[src/rtl/lc3b_pkg.sv]
// LC-3b shared definitions: control-word bit indices, mux encodings, MEM FSM states.
// The ERR state exists only when MEM_STAGE_WATCHDOG_EN is defined.
package lc3b_pkg;

    localparam int CS_DCACHE_EN = 9;
    localparam int CS_DCACHE_RW = 8;
    localparam int CS_DATA_SIZE = 7;
    localparam int CS_BR_OP     = 6;
    localparam int CS_UNCOND_OP = 5;
    localparam int CS_TRAP_OP   = 4;

    localparam logic [1:0] PCMUX_NEXT   = 2'b00;
    localparam logic [1:0] PCMUX_TARGET = 2'b01;
    localparam logic [1:0] PCMUX_TRAP   = 2'b10;

    localparam logic [1:0] VMUX_ALU  = 2'b00;
    localparam logic [1:0] VMUX_MEM  = 2'b01;
    localparam logic [1:0] VMUX_NPC  = 2'b10;
    localparam logic [1:0] VMUX_ADDR = 2'b11;

    typedef enum logic [1:0] {
        ST_IDLE,
        ST_WAIT
`ifdef MEM_STAGE_WATCHDOG_EN
        ,
        ST_ERR
`endif
    } mem_state_t;

endpackage

[src/rtl/mem_data_align.sv]
// Byte/word lane steering for the data cache: write lanes and enables,
// read byte selection with sign extension. Purely combinational.
module mem_data_align (
    input  logic        word,
    input  logic        wr,
    input  logic        byte_sel,
    input  logic [15:0] wr_src,
    input  logic [15:0] rdata,
    output logic [1:0]  we,
    output logic [15:0] wdata,
    output logic [15:0] rd
);

    logic [7:0] rbyte;

    assign rbyte = byte_sel ? rdata[15:8] : rdata[7:0];
    assign rd    = word ? rdata : {{8{rbyte[7]}}, rbyte};
    assign wdata = word ? wr_src : {2{wr_src[7:0]}};

    always_comb begin
        we = 2'b00;
        if (wr) begin
            if (word)
                we = 2'b11;
            else
                we = byte_sel ? 2'b10 : 2'b01;
        end
    end

endmodule

[src/rtl/mem_stage.sv]
// LC-3b MEM stage: data-cache access, control-flow resolution, SR latches.
// Optional watchdog / stall counter enabled by MEM_STAGE_WATCHDOG_EN.
module mem_stage
    import lc3b_pkg::*;
#(
    parameter int DCACHE_MAX_WAIT = 15
) (
    input  logic        clk,
    input  logic        rst_n,
    input  logic        mem_v,
    input  logic [15:0] mem_ir,
    input  logic [15:0] mem_npc,
    input  logic [15:0] mem_address,
    input  logic [15:0] mem_alu_result,
    input  logic [2:0]  mem_drid,
    input  logic [2:0]  mem_cc,
    input  logic [9:0]  mem_cs,
    output logic        dcache_req,
    output logic [1:0]  dcache_we,
    output logic [14:0] dcache_addr,
    output logic [15:0] dcache_wdata,
    input  logic [15:0] dcache_rdata,
    input  logic        dcache_r,
    output logic        mem_stall,
    output logic        v_mem_br_stall,
    output logic [1:0]  mem_pcmux,
    output logic [15:0] target_pc,
    output logic [15:0] trap_pc,
    output logic        sr_v,
    output logic [15:0] sr_ir,
    output logic [15:0] sr_npc,
    output logic [15:0] sr_address,
    output logic [15:0] sr_alu_result,
    output logic [15:0] sr_data,
    output logic [2:0]  sr_drid,
    output logic [3:0]  sr_cs
`ifdef MEM_STAGE_WATCHDOG_EN
    ,
    output logic [15:0] stall_cnt
`endif
);

    mem_state_t  state;
    logic        acc;
    logic        err;
    logic        br;
    logic        uncond;
    logic        trap;
    logic        taken;
    logic [15:0] rd;

    assign acc = mem_v & mem_cs[CS_DCACHE_EN];

`ifdef MEM_STAGE_WATCHDOG_EN
    localparam logic [3:0] MAX_W = 4'(DCACHE_MAX_WAIT - 1);
    logic [3:0] wait_cnt;
    assign err = (state == ST_ERR);
`else
    logic [31:0] unused_max_wait;
    assign unused_max_wait = DCACHE_MAX_WAIT;
    assign err = 1'b0;
`endif

    assign dcache_req  = acc & ~err;
    assign dcache_addr = mem_address[15:1];
    assign mem_stall   = (acc & ~dcache_r) | err;

    mem_data_align u_align (
        .word     (mem_cs[CS_DATA_SIZE]),
        .wr       (acc & mem_cs[CS_DCACHE_RW]),
        .byte_sel (mem_address[0]),
        .wr_src   (mem_alu_result),
        .rdata    (dcache_rdata),
        .we       (dcache_we),
        .wdata    (dcache_wdata),
        .rd       (rd)
    );

    assign br     = mem_cs[CS_BR_OP];
    assign uncond = mem_cs[CS_UNCOND_OP];
    assign trap   = mem_cs[CS_TRAP_OP];
    assign taken  = br & |(mem_ir[11:9] & mem_cc);

    assign v_mem_br_stall = mem_v & (br | uncond | trap);
    assign target_pc      = mem_address;
    assign trap_pc        = dcache_rdata;

    // A stalled TRAP has no vector yet, so fetch keeps its PC.
    always_comb begin
        mem_pcmux = PCMUX_NEXT;
        if (!mem_stall) begin
            if (mem_v & trap & dcache_r)
                mem_pcmux = PCMUX_TRAP;
            else if (mem_v & (uncond | taken))
                mem_pcmux = PCMUX_TARGET;
        end
    end

    always_ff @(posedge clk or negedge rst_n) begin
        if (!rst_n) begin
            state <= ST_IDLE;
`ifdef MEM_STAGE_WATCHDOG_EN
            wait_cnt <= 4'd0;
`endif
        end else begin
            case (state)
                ST_IDLE: begin
                    if (acc & ~dcache_r) begin
                        state <= ST_WAIT;
`ifdef MEM_STAGE_WATCHDOG_EN
                        wait_cnt <= 4'd1;
`endif
                    end
                end
                ST_WAIT: begin
                    if (dcache_r) begin
                        state <= ST_IDLE;
`ifdef MEM_STAGE_WATCHDOG_EN
                        wait_cnt <= 4'd0;
                    end else if (wait_cnt == MAX_W) begin
                        state <= ST_ERR;
                    end else begin
                        wait_cnt <= wait_cnt + 4'd1;
`endif
                    end
                end
`ifdef MEM_STAGE_WATCHDOG_EN
                ST_ERR: state <= ST_ERR;
`endif
                default: state <= ST_IDLE;
            endcase
        end
    end

    always_ff @(posedge clk or negedge rst_n) begin
        if (!rst_n) begin
            sr_v          <= 1'b0;
            sr_ir         <= 16'h0;
            sr_npc        <= 16'h0;
            sr_address    <= 16'h0;
            sr_alu_result <= 16'h0;
            sr_data       <= 16'h0;
            sr_drid       <= 3'h0;
            sr_cs         <= 4'h0;
        end else if (mem_stall) begin
            sr_v <= 1'b0;
        end else begin
            sr_v          <= mem_v;
            sr_ir         <= mem_ir;
            sr_npc        <= mem_npc;
            sr_address    <= mem_address;
            sr_alu_result <= mem_alu_result;
            sr_data       <= acc ? rd : 16'h0;
            sr_drid       <= mem_drid;
            sr_cs         <= mem_cs[3:0];
        end
    end

`ifdef MEM_STAGE_WATCHDOG_EN
    always_ff @(posedge clk or negedge rst_n) begin
        if (!rst_n)
            stall_cnt <= 16'h0;
        else if (mem_stall && stall_cnt != 16'hFFFF)
            stall_cnt <= stall_cnt + 16'h1;
    end
`endif

endmodule

[config.mk]
export PLATFORM = sky130hd
export DESIGN_NAME = mem_stage
export DESIGN_NICKNAME = d
export VERILOG_FILES = /design/src/rtl/lc3b_pkg.sv /design/src/rtl/mem_data_align.sv /design/src/rtl/mem_stage.sv
export SDC_FILE = /design/constraint.sdc
export NUM_CORES = 1
export LEC_CHECK = 0
export ABC_AREA = 1
export BUFFER_PORTS_ARGS = -buffer_cell sky130_fd_sc_hd__buf_2
export CORE_ASPECT_RATIO = 0.5
export CORE_MARGIN = 2
export CORE_UTILIZATION = 43
export CTS_CLUSTER_SIZE = 20
export DETAILED_ROUTE_END_ITERATION = 8
export PLACE_DENSITY_LB_ADDON = 0.05
export RECOVER_POWER = 25
export SKIP_CTS_REPAIR_TIMING = 1
export SYNTH_ARGS = -nofsm -noshare
export SYNTH_HDL_FRONTEND = slang
export SYNTH_SLANG_ARGS = --single-unit
[constraint.sdc]
create_clock -name clk -period 0.8 [get_ports clk]
set_input_delay 0.08 -clock clk [delete_from_list [all_inputs] [get_ports clk]]
set_output_delay 0.08 -clock clk [all_outputs]
set_load 0.005 [all_outputs]
* Yosys cells after proc, flatten, opt, wreduce, memory -nomap -nowiden
Index checks and enable logic that the tools add are counted.
Word-level totals: word-level logic and storage cells 33, flip-flop bits (word level) 88, output and inout port bits 158
Operators by class: reductions and logical operators 1, bitwise logic cells 13, muxes and demuxes 11
Operators with widths (number):
- $mux 16 | 3
- $mux 2 | 5
- $and 1x1->1 | 8
- $mux 8 | 1
- $and 3x3->3 | 1
- $or 1x1->1 | 3
- $reduce_or 3->1 | 1
- $mux 1 | 2
- $not 1->1 | 1

* Longest topological paths before layout
Gate-level depths: netlist of run 1.
depth after elaboration 8, depth in mapped cells 7, gate-level depth less buffers 6

* Cells and area by module
A second synthesis of run 1 with hierarchy kept.
Unflattened totals: cells, all modules 523, area total of the unflattened synthesis 4225.3 um2
By module, submodules not included:
- mem_stage | cells each 440, area each 3843.7 um2, sequential area each 2202.1 um2, times used 1
- mem_data_align | cells each 83, area each 381.6 um2, sequential area each 0.0 um2, times used 1

* Least setup slack after synthesis of run 1
No wires, ideal clock.
kind input to register, start point in mem_cs[7], end point reg sr_data[7], slack -0.009 ns, library setup time 0.116 ns, stages on the path 7, arrival time 0.692 ns, path through inv_1 -> nand2_2 -> buf_2 -> nand2_1 -> nand2_1 -> nand2_1 -> nand2_1
Between the ends: cells in the longest elaborated chain, start to end 2
RTL lines:
- start: declaration | RTL line mem_stage.sv:17 | input logic [9:0] mem_cs,
- $mux 16 | RTL line mem_data_align.sv:17 | assign rd = word ? rdata : {{8{rbyte[7]}}, rbyte};
- $mux 16 | RTL line mem_stage.sv:153 | sr_data <= acc ? rd : 16'h0;
- end signal: assignment | RTL line mem_stage.sv:153
- end: declaration | RTL line mem_stage.sv:34 | output logic [15:0] sr_data,
Every way passes these cells. A chain may end at the register's enable or synchronous reset.

* Final worst setup path of run 1
start point reg sr_ir[7], end point out sr_ir[7]
RTL lines:
- start: declaration | RTL line mem_stage.sv:30 | output logic [15:0] sr_ir,
- start signal: assignment | RTL line mem_stage.sv:149 | sr_ir <= mem_ir;
No word-level cell between the ends.

==> results of run 1 <==
## worst reg2reg max path, stage by stage, from the launching register on
cell,delay (ps)
sky130_fd_sc_hd__dfrtp_1,400
sky130_fd_sc_hd__buf_4,140
sky130_fd_sc_hd__nand2_1,70
sky130_fd_sc_hd__nand2_1,50
## cell type report
type / count / area (um^2) / area share, %
clock buffer: 11 / 233 / 3.52
clock inverter: 5 / 81.3 / 1.23
inverter: 19 / 75.1 / 1.14
multi-input combinational: 336 / 1340 / 20.2
sequential: 88 / 2200 / 33.3
tap: 135 / 169 / 2.56
timing repair buffer: 383 / 2510 / 38.0
## final timing paths
path                                    from                to  slack, ps
min in group asynchronous              rst_n        sr_data[3]        120
max in group asynchronous              rst_n         sr_npc[4]        110
max                                 sr_ir[7]          sr_ir[7]       -160
max reg2reg                        sr_ir[14]         sr_ir[14]         40
min                        mem_alu_result[3]  sr_alu_result[3]         -8
min reg2reg                       sr_drid[1]        sr_drid[1]        470
## cell families (layout without fill, tap and decap cells)
family	after synthesis	in the layout	share of synthesized area (%)
buffers and inverters	95	418	15.9
flip-flops	88	88	52.7
AND/OR/NAND/NOR	324	324	30.0
AO/OA/AOI/OAI	12	12	1.44
## per-layer routing
metal	vias up	track usage [%]
li1	2143	-
met1	1974	26.4
met2	174	33.8
met3	21	6.19
met4	0	5.66
met5	-	0
## power by group through the flow
| stage | clock [W] | sequential, W | combinational, W |
|---|---|---|---|
| 6_report | 0.00444 | 0.00491 | 0.00211 |
| 5_1_grt | 0.00470 | 0.00494 | 0.00234 |
| 4_1_cts | 0.00455 | 0.00490 | 0.00169 |
| 3_5_place_dp | 0 | 0.00498 | 0.00169 |
| 3_3_place_gp | 0 | 0.00498 | 0.00167 |
| 2_1_floorplan | 0 | 0.00501 | 0.000753 |
## sequential cells by signal, summed over array words and instances, names as in the netlist
register and flops:
sr_v 1, sr_cs 4, sr_alu_result 16, sr_ir 16, sr_npc 16, sr_address 16
sr_data 16, sr_drid 3
## placed cells by master, fill, tap and decap left out, types with 7 or more instances in the layout
| cell | n |
|---|---|
| sky130_fd_sc_hd__nand2_1 | 295 |
| sky130_fd_sc_hd__buf_2 | 203 |
| sky130_fd_sc_hd__dfrtp_1 | 88 |
| sky130_fd_sc_hd__dlygate4sd3_1 | 63 |
| sky130_fd_sc_hd__buf_4 | 50 |
| sky130_fd_sc_hd__clkbuf_1 | 48 |
| sky130_fd_sc_hd__inv_1 | 17 |
| sky130_fd_sc_hd__nor2_1 | 12 |
| sky130_fd_sc_hd__clkbuf_16 | 11 |
| sky130_fd_sc_hd__o21ai_0 | 10 |
| sky130_fd_sc_hd__nand3_1 | 8 |
| sky130_fd_sc_hd__buf_12 | 8 |
| sky130_fd_sc_hd__buf_6 | 7 |
## metrics by stage
step	hold WS [ps]	instances	area [um^2]	total power (W)	utilization, %
2_1_floorplan	-216	519	4190	0.00577	-
3_3_place_gp	-112	862	5340	0.00665	56.5
3_5_place_dp	-111	862	5340	0.00666	56.5
4_1_cts	-467	878	5650	0.0111	59.8
5_1_grt	2.55	977	6610	0.0120	70.0
6_report	-7.69	977	6610	0.0115	70.0
==> flow_results.org, run 1 <==
** STA
- Minimum clock period after layout :: 958 ps
- For the pin with the worst max-slew slack, the measured transition is 307 ps.
- Achievable frequency :: 1.04 GHz
- Slew Limit Fails :: 0
- The worst path uses 120% of the clock period.
- The worst pin sits at a relative slew slack of 79.6%.
- Number of failing hold endpoints at the final stage :: 2
- Hold timing on the final database bottoms out at a slack of -7.69 ps.
- Setup violations remaining at the end of the flow were counted as 88.
- RSZ-0062 raised after global routing :: true
- Aggregate negative setup slack :: -10400 ps
- Skew final :: 0 ps
- Worst-case setup margin in the final layout :: -158 ps

** Synth
- Sequential fraction of the synthesis area :: 52.7%
- In this run the mean area of a mapped cell was 8.06 um^2.
- Counting flops with a built-in enable in the synthesized netlist gives 0.
- The synthesized design devotes to its leading area cell type 52.7% of total area.
- Counting flops and latches in the post-synthesis netlist gives 88.
- The largest total area in the synthesized netlist belongs to sky130_fd_sc_hd__dfrtp_1.
- Top cells by instance count after synthesis :: 296 x sky130_fd_sc_hd__nand2_1, 88 x sky130_fd_sc_hd__dfrtp_1, 56 x sky130_fd_sc_hd__buf_4, 18 x sky130_fd_sc_hd__inv_1, 13 x sky130_fd_sc_hd__nor2_1
- For this run, asynchronously set or reset flops after synthesis account for 100%.
- Yosys warning count :: 0
- Ranked by total cell area, the synthesized netlist is headed by sky130_fd_sc_hd__dfrtp_1 53%, sky130_fd_sc_hd__nand2_1 27%, sky130_fd_sc_hd__buf_4 10%, sky130_fd_sc_hd__buf_6 3.2%, sky130_fd_sc_hd__inv_1 1.6%.
- Cell count after synthesis :: 519
- The most used flip-flop cell after synthesis is sky130_fd_sc_hd__dfrtp_1.
- Most used standard cell by instance count after synthesis :: sky130_fd_sc_hd__nand2_1
- Synthesis produced a netlist with a net count of 619.
- After synthesis, the netlist uses 15 different library cells.
- Area of the mapped netlist :: 4180 um^2

** Global route
- Vias in the first global route :: 3412
- Entering global routing, the biggest net connects 49 pins.
- Global routing used 20.4% of the available tracks across all layers.
- Overflow left after global routing :: 0
- The first global-routing pass estimated 16700 um of wire.
- Initial antenna violation count :: 0

** Routing
- Number of DRC violations after detailed routing :: 0
- Dividing the detail-routed wire length by the instance count gives 13.1 um.
- DRT iter0 DRCs :: 236
- Detailed routing placed a total of 925 um of wire on met3.
- Vias post-DR :: 4312
- Detailed route wirelength on metal2 :: 6290 um
- The first detailed-routing pass ran for 4 iterations.
- In the final routing, the length of wire on met1 measures 5430 um.
- The count of nets left with antenna violations once routing finished came out at 0.
- Top layer used by detailed routing :: met4
- Overall routed net length :: 12800 um
- Average vias per placed instance :: 4.41

** Setup path
- On the critical path, the stage with the largest delay is an instance of sky130_fd_sc_hd__dfrtp_1.
- Crit path launch type :: flip-flop
- The number of buffers and inverters on the critical path is 1.
- The worst setup path is of the flip-flop to output pin kind.
- The worst setup path is captured at an output pin.
- Critical path fanouts, max :: 2
- Largest stage delay, worst path :: 400 ps
- Data required time at the worst endpoint :: 720 ps
- On the critical path the largest part of the delay comes from flip-flops.
- Measured in cells, the most critical reg-to-reg path has a length of 3.
- CP arrival :: 880 ps
- Cell chain of the critical path :: buf_2
- In this run the number of cells on the critical path is 1.

** Power
- Total power density per cell area :: 1730 nW/um^2
- Comb power frac :: 18.4%
- Internal power :: 0.00861 W
- Sequential Power Share :: 42.8%
- Peak supply drop :: 1380 uV
- Switch share :: 24.8%
- LEAKAGE :: 3.77 nW
- Clock share of power :: 38.7%
- Power spent charging and discharging nets :: 0.00285 W

** Min path
- Hold Path Class :: input pin to flip-flop
- Min-Delay Path Depth :: 3

** Floorplanning
- Chip Height :: 73.7 um
- The die is 143 um wide.
- In this run the core area contains 25 standard-cell rows.
- The die covers 10600 um^2.
- The core region is 9450 um^2.
- Initial standard-cell utilization of the core :: 44.3%
- I/O pin count :: 258

** Place
- At the end of routability-driven placement, the weighted congestion stood at 0.778.
- Before CTS, the worst setup slack after placement is -233 ps.
- Half-perimeter wire length after detailed placement :: 8290 um
- The count of buffers added on input and output ports is 257.

** Clock network
- Counting along the longest clock path gives a buffer depth of 2.
- Source-to-sink clock delay at the later pin of the worst-skew pair :: 330 ps
- The tree built by TritonCTS fans out to 88 sinks.
- TritonCTS clock tree :: yes
- CTS Root Buffer Type :: sky130_fd_sc_hd__clkbuf_16
- Clock-pin slew was measured on the worst setup and hold paths at 60 ps.
- H-tree levels :: 3
- The number of clock buffers added by TritonCTS is 9.

** Final layout
- Count of inserted antenna diode cells :: 0
- Fillers :: 841
- Compared with the post-synthesis result, the final layout area differs by 58.1%.
- In the final design database the tool counted 937 nets.
- Layout cells sized above 1 :: 35.4%

** Outcome
- The run finished, with violations left.
- Failing checks :: negative hold slack, negative setup slack

** Job
- Max-cap violations in this run came to 0.
Note: power is estimated with default switching activity, not from simulation.
==> inputs of run 2 (changes only) <==
Settings changed: BUFFER_PORTS_ARGS -buffer_cell sky130_fd_sc_hd__buf_2 to -buffer_cell sky130_fd_sc_hd__clkbuf_2.
==> flow_results.org, run 2 (synthesis results as in run 1) <==
** Outcome
- The flow ran to the end, but the final reports show violations.
- Failing checks :: negative hold slack, negative setup slack

** Setup path
- Register-to-register setup slack :: 40 ps (about the same)
- The critical path is of the flip-flop to output pin type.
- The slowest stage of the critical path belongs to the cell sky130_fd_sc_hd__dfrtp_1.
- The worst setup path is launched from a flip-flop.
- Critical path fanouts, max :: 2 (unchanged)
- The maximum single-stage delay on the critical path was 400 ps (about the same).
- Depth of the worst register-to-register path :: 3 (unchanged)
- Worst setup path startpoint :: sr_ir[5]
- Cell chain of the critical path :: clkbuf_2
- The number of buffers and inverters on the critical path came to 1 (unchanged).
- End of the worst register-to-register path :: sr_npc[13]
- The arrival time at the worst endpoint came to 870 ps (about the same).
- The worst register-to-register path begins at sr_npc[13].
- Crit path capture type :: output pin
- Largest delay contributor family on the critical path :: flip-flops
- The endpoint required time on the critical path was 720 ps (about the same).

** Routing
- The wire length per cell came to 13.7 um (+4.4%).
- The remaining antenna violation count is 0 (unchanged).
- The detailed router's first-iteration violation count is 151 (-36%).
- Number of DRC violations after detailed routing :: 0 (unchanged)
- Average vias per placed instance :: 4.44 (+0.60%)
- The total iterations of the first detailed-routing run is 4 (unchanged).
- Vias post-DR :: 4351 (+0.90%)
- The sum of routed wire length over all layers is 13400 um (+4.7%).

** Floorplanning
- Total die area :: 10600 um^2 (unchanged)
- The vertical die dimension was 73.7 um (unchanged).
- The die span in x was 143 um (unchanged).
- The initial core utilization is 44.3% (unchanged).
- Core box area :: 9450 um^2 (unchanged)
- The boundary pin count came to 258 (unchanged).
- Number of cell rows :: 25 (unchanged)

** Final layout
- Net count reported at finish :: 940 (+0.32%)
- Top library cells by usage in the layout, fill and taps aside :: 296 x sky130_fd_sc_hd__nand2_1, 202 x sky130_fd_sc_hd__clkbuf_2, 88 x sky130_fd_sc_hd__dfrtp_1, 62 x sky130_fd_sc_hd__dlygate4sd3_1, 56 x sky130_fd_sc_hd__buf_4
- The post-route standard cell area excluding fillers came to 6590 um^2 (-0.36%).
- Layout cells sized above 1 :: 36.0% (+0.58 points)
- The library cell used most frequently in the layout, excluding fill and tap cells, is sky130_fd_sc_hd__nand2_1.
- The number of inserted diodes is 0 (unchanged).
- From synthesis to final layout, the design area changed by 57.5%.
- Utilization of the core after routing :: 69.7% (-0.25 points)
- The number of inserted filler cells in the final layout came to 820 (-2.5%).

** Place
- The instance area at placement came to 5320 um^2 (-0.38%).
- Placer congestion estimate :: 0.825 (+6.0%)
- The half-perimeter wire length after detailed placement is 8440 um (+1.8%).
- PortBufs :: 257 (unchanged)

** Clock network
- Source-to-sink clock delay at the later pin of the worst-skew pair :: 330 ps (about the same)
- TritonCTS built the clock tree.
- The number of H-tree levels is 3 (unchanged).
- CTS Root Buffer Type :: sky130_fd_sc_hd__clkbuf_16
- The number of CTS-inserted buffers was 9 (unchanged).
- Worst-path clk slew :: 70 ps (about the same)
- Number of buffers on the longest clock path :: 2 (unchanged)
- The clock sink count was 88 (unchanged).

** STA
- RSZ-0062 raised after global routing :: true
- Worst-case setup margin in the final layout :: -148 ps (+10.1 ps)
- The transition time at the pin with the least slew margin came to 396 ps (+89.1 ps).
- Worst hold margin :: -20.9 ps (-13.2 ps)
- The final setup skew is 0 ps (unchanged).
- Number of failing hold endpoints at the final stage :: 2 (unchanged)
- Slew Limit Fails :: 0 (unchanged)
- Final setup violation count :: 88 (unchanged)
- The period utilization came to 118% (-1.3 points).
- Worst slew slack as a fraction of its limit :: 73.6% (-5.9 points)
- The final critical delay including setup and external delays was 948 ps (-10.1 ps).
- The maximum frequency from static timing analysis was 1.06 GHz (+1.1%).
- Aggregate negative setup slack :: -10270 ps (+138 ps)

** Global route
- The largest net degree at the start of global routing came to 44 (-10%).
- Tot GR Track Use :: 21.3% (+0.92 points)
- Wire length of the first global-routing pass :: 17400 um (+4.1%)
- Initial antenna violation count :: 0 (unchanged)
- Vias in the first global route :: 3543 (+3.8%)
- Overflow left after global routing :: 0 (unchanged)

** Power
- The static leakage power is 3.80 nW (+0.76%).
- Total power density per cell area :: 1730 nW/um^2 (-0.33%)
- The worst-case vdd ir drop was 1220 uV (-11%).

** Min path
- In this run the most critical hold path is launched from mem_alu_result[9].
- Hold Path Class :: input pin to flip-flop
- End point of the worst hold path :: sr_alu_result[9]
- The cell depth of the worst min-delay path came to 3 (unchanged).

** Job
- Maxcap violations :: 0 (unchanged)
[run 2: area by class of cell]
class	instances	area, um^2	area share, %
timing repair buffer	386	2500	38.0
tap	135	169	2.56
clock buffer	9	225	3.42
multi-input combinational	336	1340	20.3
sequential	88	2200	33.4
inverter	19	75.1	1.14
clock inverter	7	77.6	1.18
[run 2: how the worst max path moves through the flow]
stage / end / slack, ps / depth (start not counted)
floorplan: dcache_we[0] / -8 / 4
global placement: sr_ir[8] / -180 / 7
detailed placement: sr_alu_result[3] / -220 / 7
CTS: mem_stall / -160 / 5
global route: sr_data[8] / -180 / 1
finish: sr_ir[5] / -150 / 1
[run 2: routing by layer]
metal	up-vias	wire, um	track usage (%)
met2	162	6780	35.7
met1	2014	5640	27.6
met4	0	217	5.88
met5	-	0	0
li1	2153	-	-
met3	22	785	6.00
[run 2: worst reg2reg max path, stage by stage (launching register included)]
cell and delay [ps]:
sky130_fd_sc_hd__dfrtp_1 390, sky130_fd_sc_hd__buf_4 140, sky130_fd_sc_hd__nand2_1 60, sky130_fd_sc_hd__nand2_1 60
[run 2: power breakdown]
| part | internal (W) | switching, W |
|---|---|---|
| clock | 0.00245 | 0.00183 |
| combinational | 0.00114 | 0.00103 |
| sequential | 0.00475 | 0.000172 |
| total | 0.00835 | 0.00303 |
[run 2: stage by stage]
stage | cells | power (W) | hold slack [ps] | setup slack (ps)
floorplan | 519 | 0.00577 | -216 | -7.70
global placement | 861 | 0.00666 | -52.2 | -185
detailed placement | 861 | 0.00669 | -52.1 | -221
CTS | 877 | 0.0110 | -427 | -165
global route | 980 | 0.0119 | 7.23 | -177
finish | 980 | 0.0114 | -20.9 | -148
==> inputs of run 3 (changes only) <==
Settings changed: REMOVE_ABC_BUFFERS set to 1.
==> flow_results.org, run 3 (synthesis results as in run 1) <==
** Global route
- Initial antenna violation count :: 0 (unchanged)
- Tot GR Track Use :: 19.7% (-1.6 points)
- The total overflow reported by the global router was 0 (unchanged).
- Vias in the first global route :: 3413 (-3.7%)
- Wire length of the first global-routing pass :: 16200 um (-6.7%)
- The largest net degree at the start of global routing came to 50 (+14%).

** Clock network
- Clock tree synthesis selected as its root buffer the cell sky130_fd_sc_hd__clkbuf_16.
- Num CTS Buffers :: 9 (unchanged)
- The number of buffers on the longest clock path was 2 (unchanged).
- The number of H-tree levels was 3 (unchanged).
- TritonCTS clock tree :: yes
- Clock sink count :: 88 (unchanged)
- The register clock-pin slew on the reported worst setup and hold paths was 60 ps (about the same).
- The clock latency on the worst-skew pair was 330 ps (about the same).

** Floorplanning
- The boundary pin count came to 258 (unchanged).
- Chip Height :: 73.7 um (unchanged)
- Core box area :: 9450 um^2 (unchanged)
- X dimension of the die :: 143 um (unchanged)
- The total die area came to 10600 um^2 (unchanged).
- Initial standard-cell utilization of the core :: 44.3% (unchanged)
- The number of placement rows came to 25 (unchanged).

** Setup path
- In this design, the largest share of critical-path delay is due to flip-flops.
- The largest driver fanout on the critical path was 2 (unchanged).
- Start-to-end type of the worst setup path :: flip-flop to output pin
- Crit path capture type :: output pin
- The maximum single-stage delay on the critical path is 400 ps (about the same).
- CP arrival :: 840 ps (-30 ps)
- The endpoint required time on the critical path was 720 ps (about the same).
- The number of buffers and inverters on the critical path came to 1 (unchanged).
- The worst setup path is launched from a flip-flop.
- Cell at the slowest stage of the critical path :: sky130_fd_sc_hd__dfrtp_1
- Walking the worst path, the cells encountered are clkbuf_2.

** Routing
- Final ANT Viol Nets :: 0 (unchanged)
- Wirelength per Cell :: 12.2 um (-11%)
- The count of vias placed by the detailed router was 4248 (-2.4%).
- The sum of routed wire length over all layers is 11900 um (-12%).
- DRT iter0 DRCs :: 156 (+3.3%)
- Count of TritonRoute iterations in the first routing pass :: 4 (unchanged)
- The DRC violation count after routing was 0 (unchanged).
- The per-cell via count in the routed design was 4.36 (-1.9%).

** Place
- Half-perimeter wire length after detailed placement :: 8140 um (-3.5%)
- PortBufs :: 257 (unchanged)
- Place WS :: -178 ps (+43.8 ps)
- The final RePlAce weighted congestion is 0.794 (-3.7%).

** STA
- Slew @ Worst Pin :: 378 ps (-17.8 ps)
- RSZ-0062 raised after global routing :: true
- The final setup violation count is 88 (unchanged).
- Achievable frequency :: 1.08 GHz (+2.7%)
- The count of final max-slew check failures came to 0 (unchanged).
- The tightest slew margin relative to the limit came to 74.8% (+1.2 points).
- The minimum setup slack in the final design is -123 ps (+24.6 ps).
- Period Utilization, post-route :: 115% (-3.1 points)
- Skew final :: 0 ps (unchanged)
- The count of final hold-check violations is 3 (+1).
- Minimum clock period after layout :: 923 ps (-24.6 ps)
- Worst hold margin :: -18.4 ps (+2.51 ps)
- The total negative slack was -9070 ps (+1190 ps).

** Power
- LEAKAGE :: 3.79 nW (-0.15%)
- Power Total :: 0.0121 W (+6.0%)
- The power density over the cells came to 1830 nW/um^2 (+5.7%).
- The worst-case vdd ir drop came to 1130 uV (-8.1%).

** Final layout
- Net count reported at finish :: 935 (-0.53%)
- The fraction of layout cells with a size suffix above 1 was 35.2% (-0.74 points).
- The number of inserted diodes is 0 (unchanged).
- The area growth from synthesis to layout is 58.0%.
- Top library cells by usage in the layout, fill and taps aside :: 295 x sky130_fd_sc_hd__nand2_1, 204 x sky130_fd_sc_hd__clkbuf_2, 88 x sky130_fd_sc_hd__dfrtp_1, 63 x sky130_fd_sc_hd__dlygate4sd3_1, 50 x sky130_fd_sc_hd__clkbuf_1
- Most frequent standard cell in the layout excluding fill and tap cells :: sky130_fd_sc_hd__nand2_1

** Min path
- In this run the worst hold path is classified as input pin to flip-flop.

** Outcome
- Result of the run :: complete, but fails checks
- The checks that failed: negative hold slack, negative setup slack.

** Job
- Maxcap violations :: 0 (unchanged)
-- run 3: power by group --
group | internal (W) | switching [W]
sequential | 0.00475 | 0.000160
combinational | 0.00110 | 0.000973
clock | 0.00338 | 0.00170
total | 0.00923 | 0.00283
-- run 3: per-layer routing --
metal  vias to the layer above  track usage, %  wire length (um)
met5                         -               0                 0
met4                         0            4.03               144
met3                        10            6.84               824
met2                       134            34.1              5800
met1                      1953            24.4              5110
li1                       2151               -                 -
-- run 3: area by class of cell --
type | count | area (um^2)
inverters | 19 | 73.8
repair buffers | 381 | 2450
clock buffers | 11 | 233
fillers | 847 | 2840
flip-flops and latches | 88 | 2200
multi-input cells | 336 | 1350
clock inverters | 5 | 129
well taps | 135 | 169
-- run 3: worst paths after layout --
kind | from | end | slack (ps) | cells after the start
worst max-delay path | sr_data[10] | sr_data[10] | -120 | 1
worst min-delay path | mem_alu_result[15] | sr_alu_result[15] | -20 | 3
worst max register to register | sr_data[1] | sr_data[1] | 30 | 3
worst min register to register | sr_alu_result[7] | sr_alu_result[7] | 480 | 2
max in group asynchronous | rst_n | sr_cs[3] | 80 | 3
min in group asynchronous | rst_n | sr_data[15] | 380 | 3
-- run 3: worst min-delay path: stages --
cell                       delay (ps)
sky130_fd_sc_hd__clkbuf_2          90
sky130_fd_sc_hd__nand2_1           50
sky130_fd_sc_hd__nand2_1           50
-- run 3: through the flow --
step                area, um^2  utilization [%]  cells
finish                    6610             70.0    975
global route              6610             70.0    975
global placement          5390             57.0    866
CTS                       5750             60.9    882
detailed placement        5390             57.0    866
floorplan                 3590                -    443
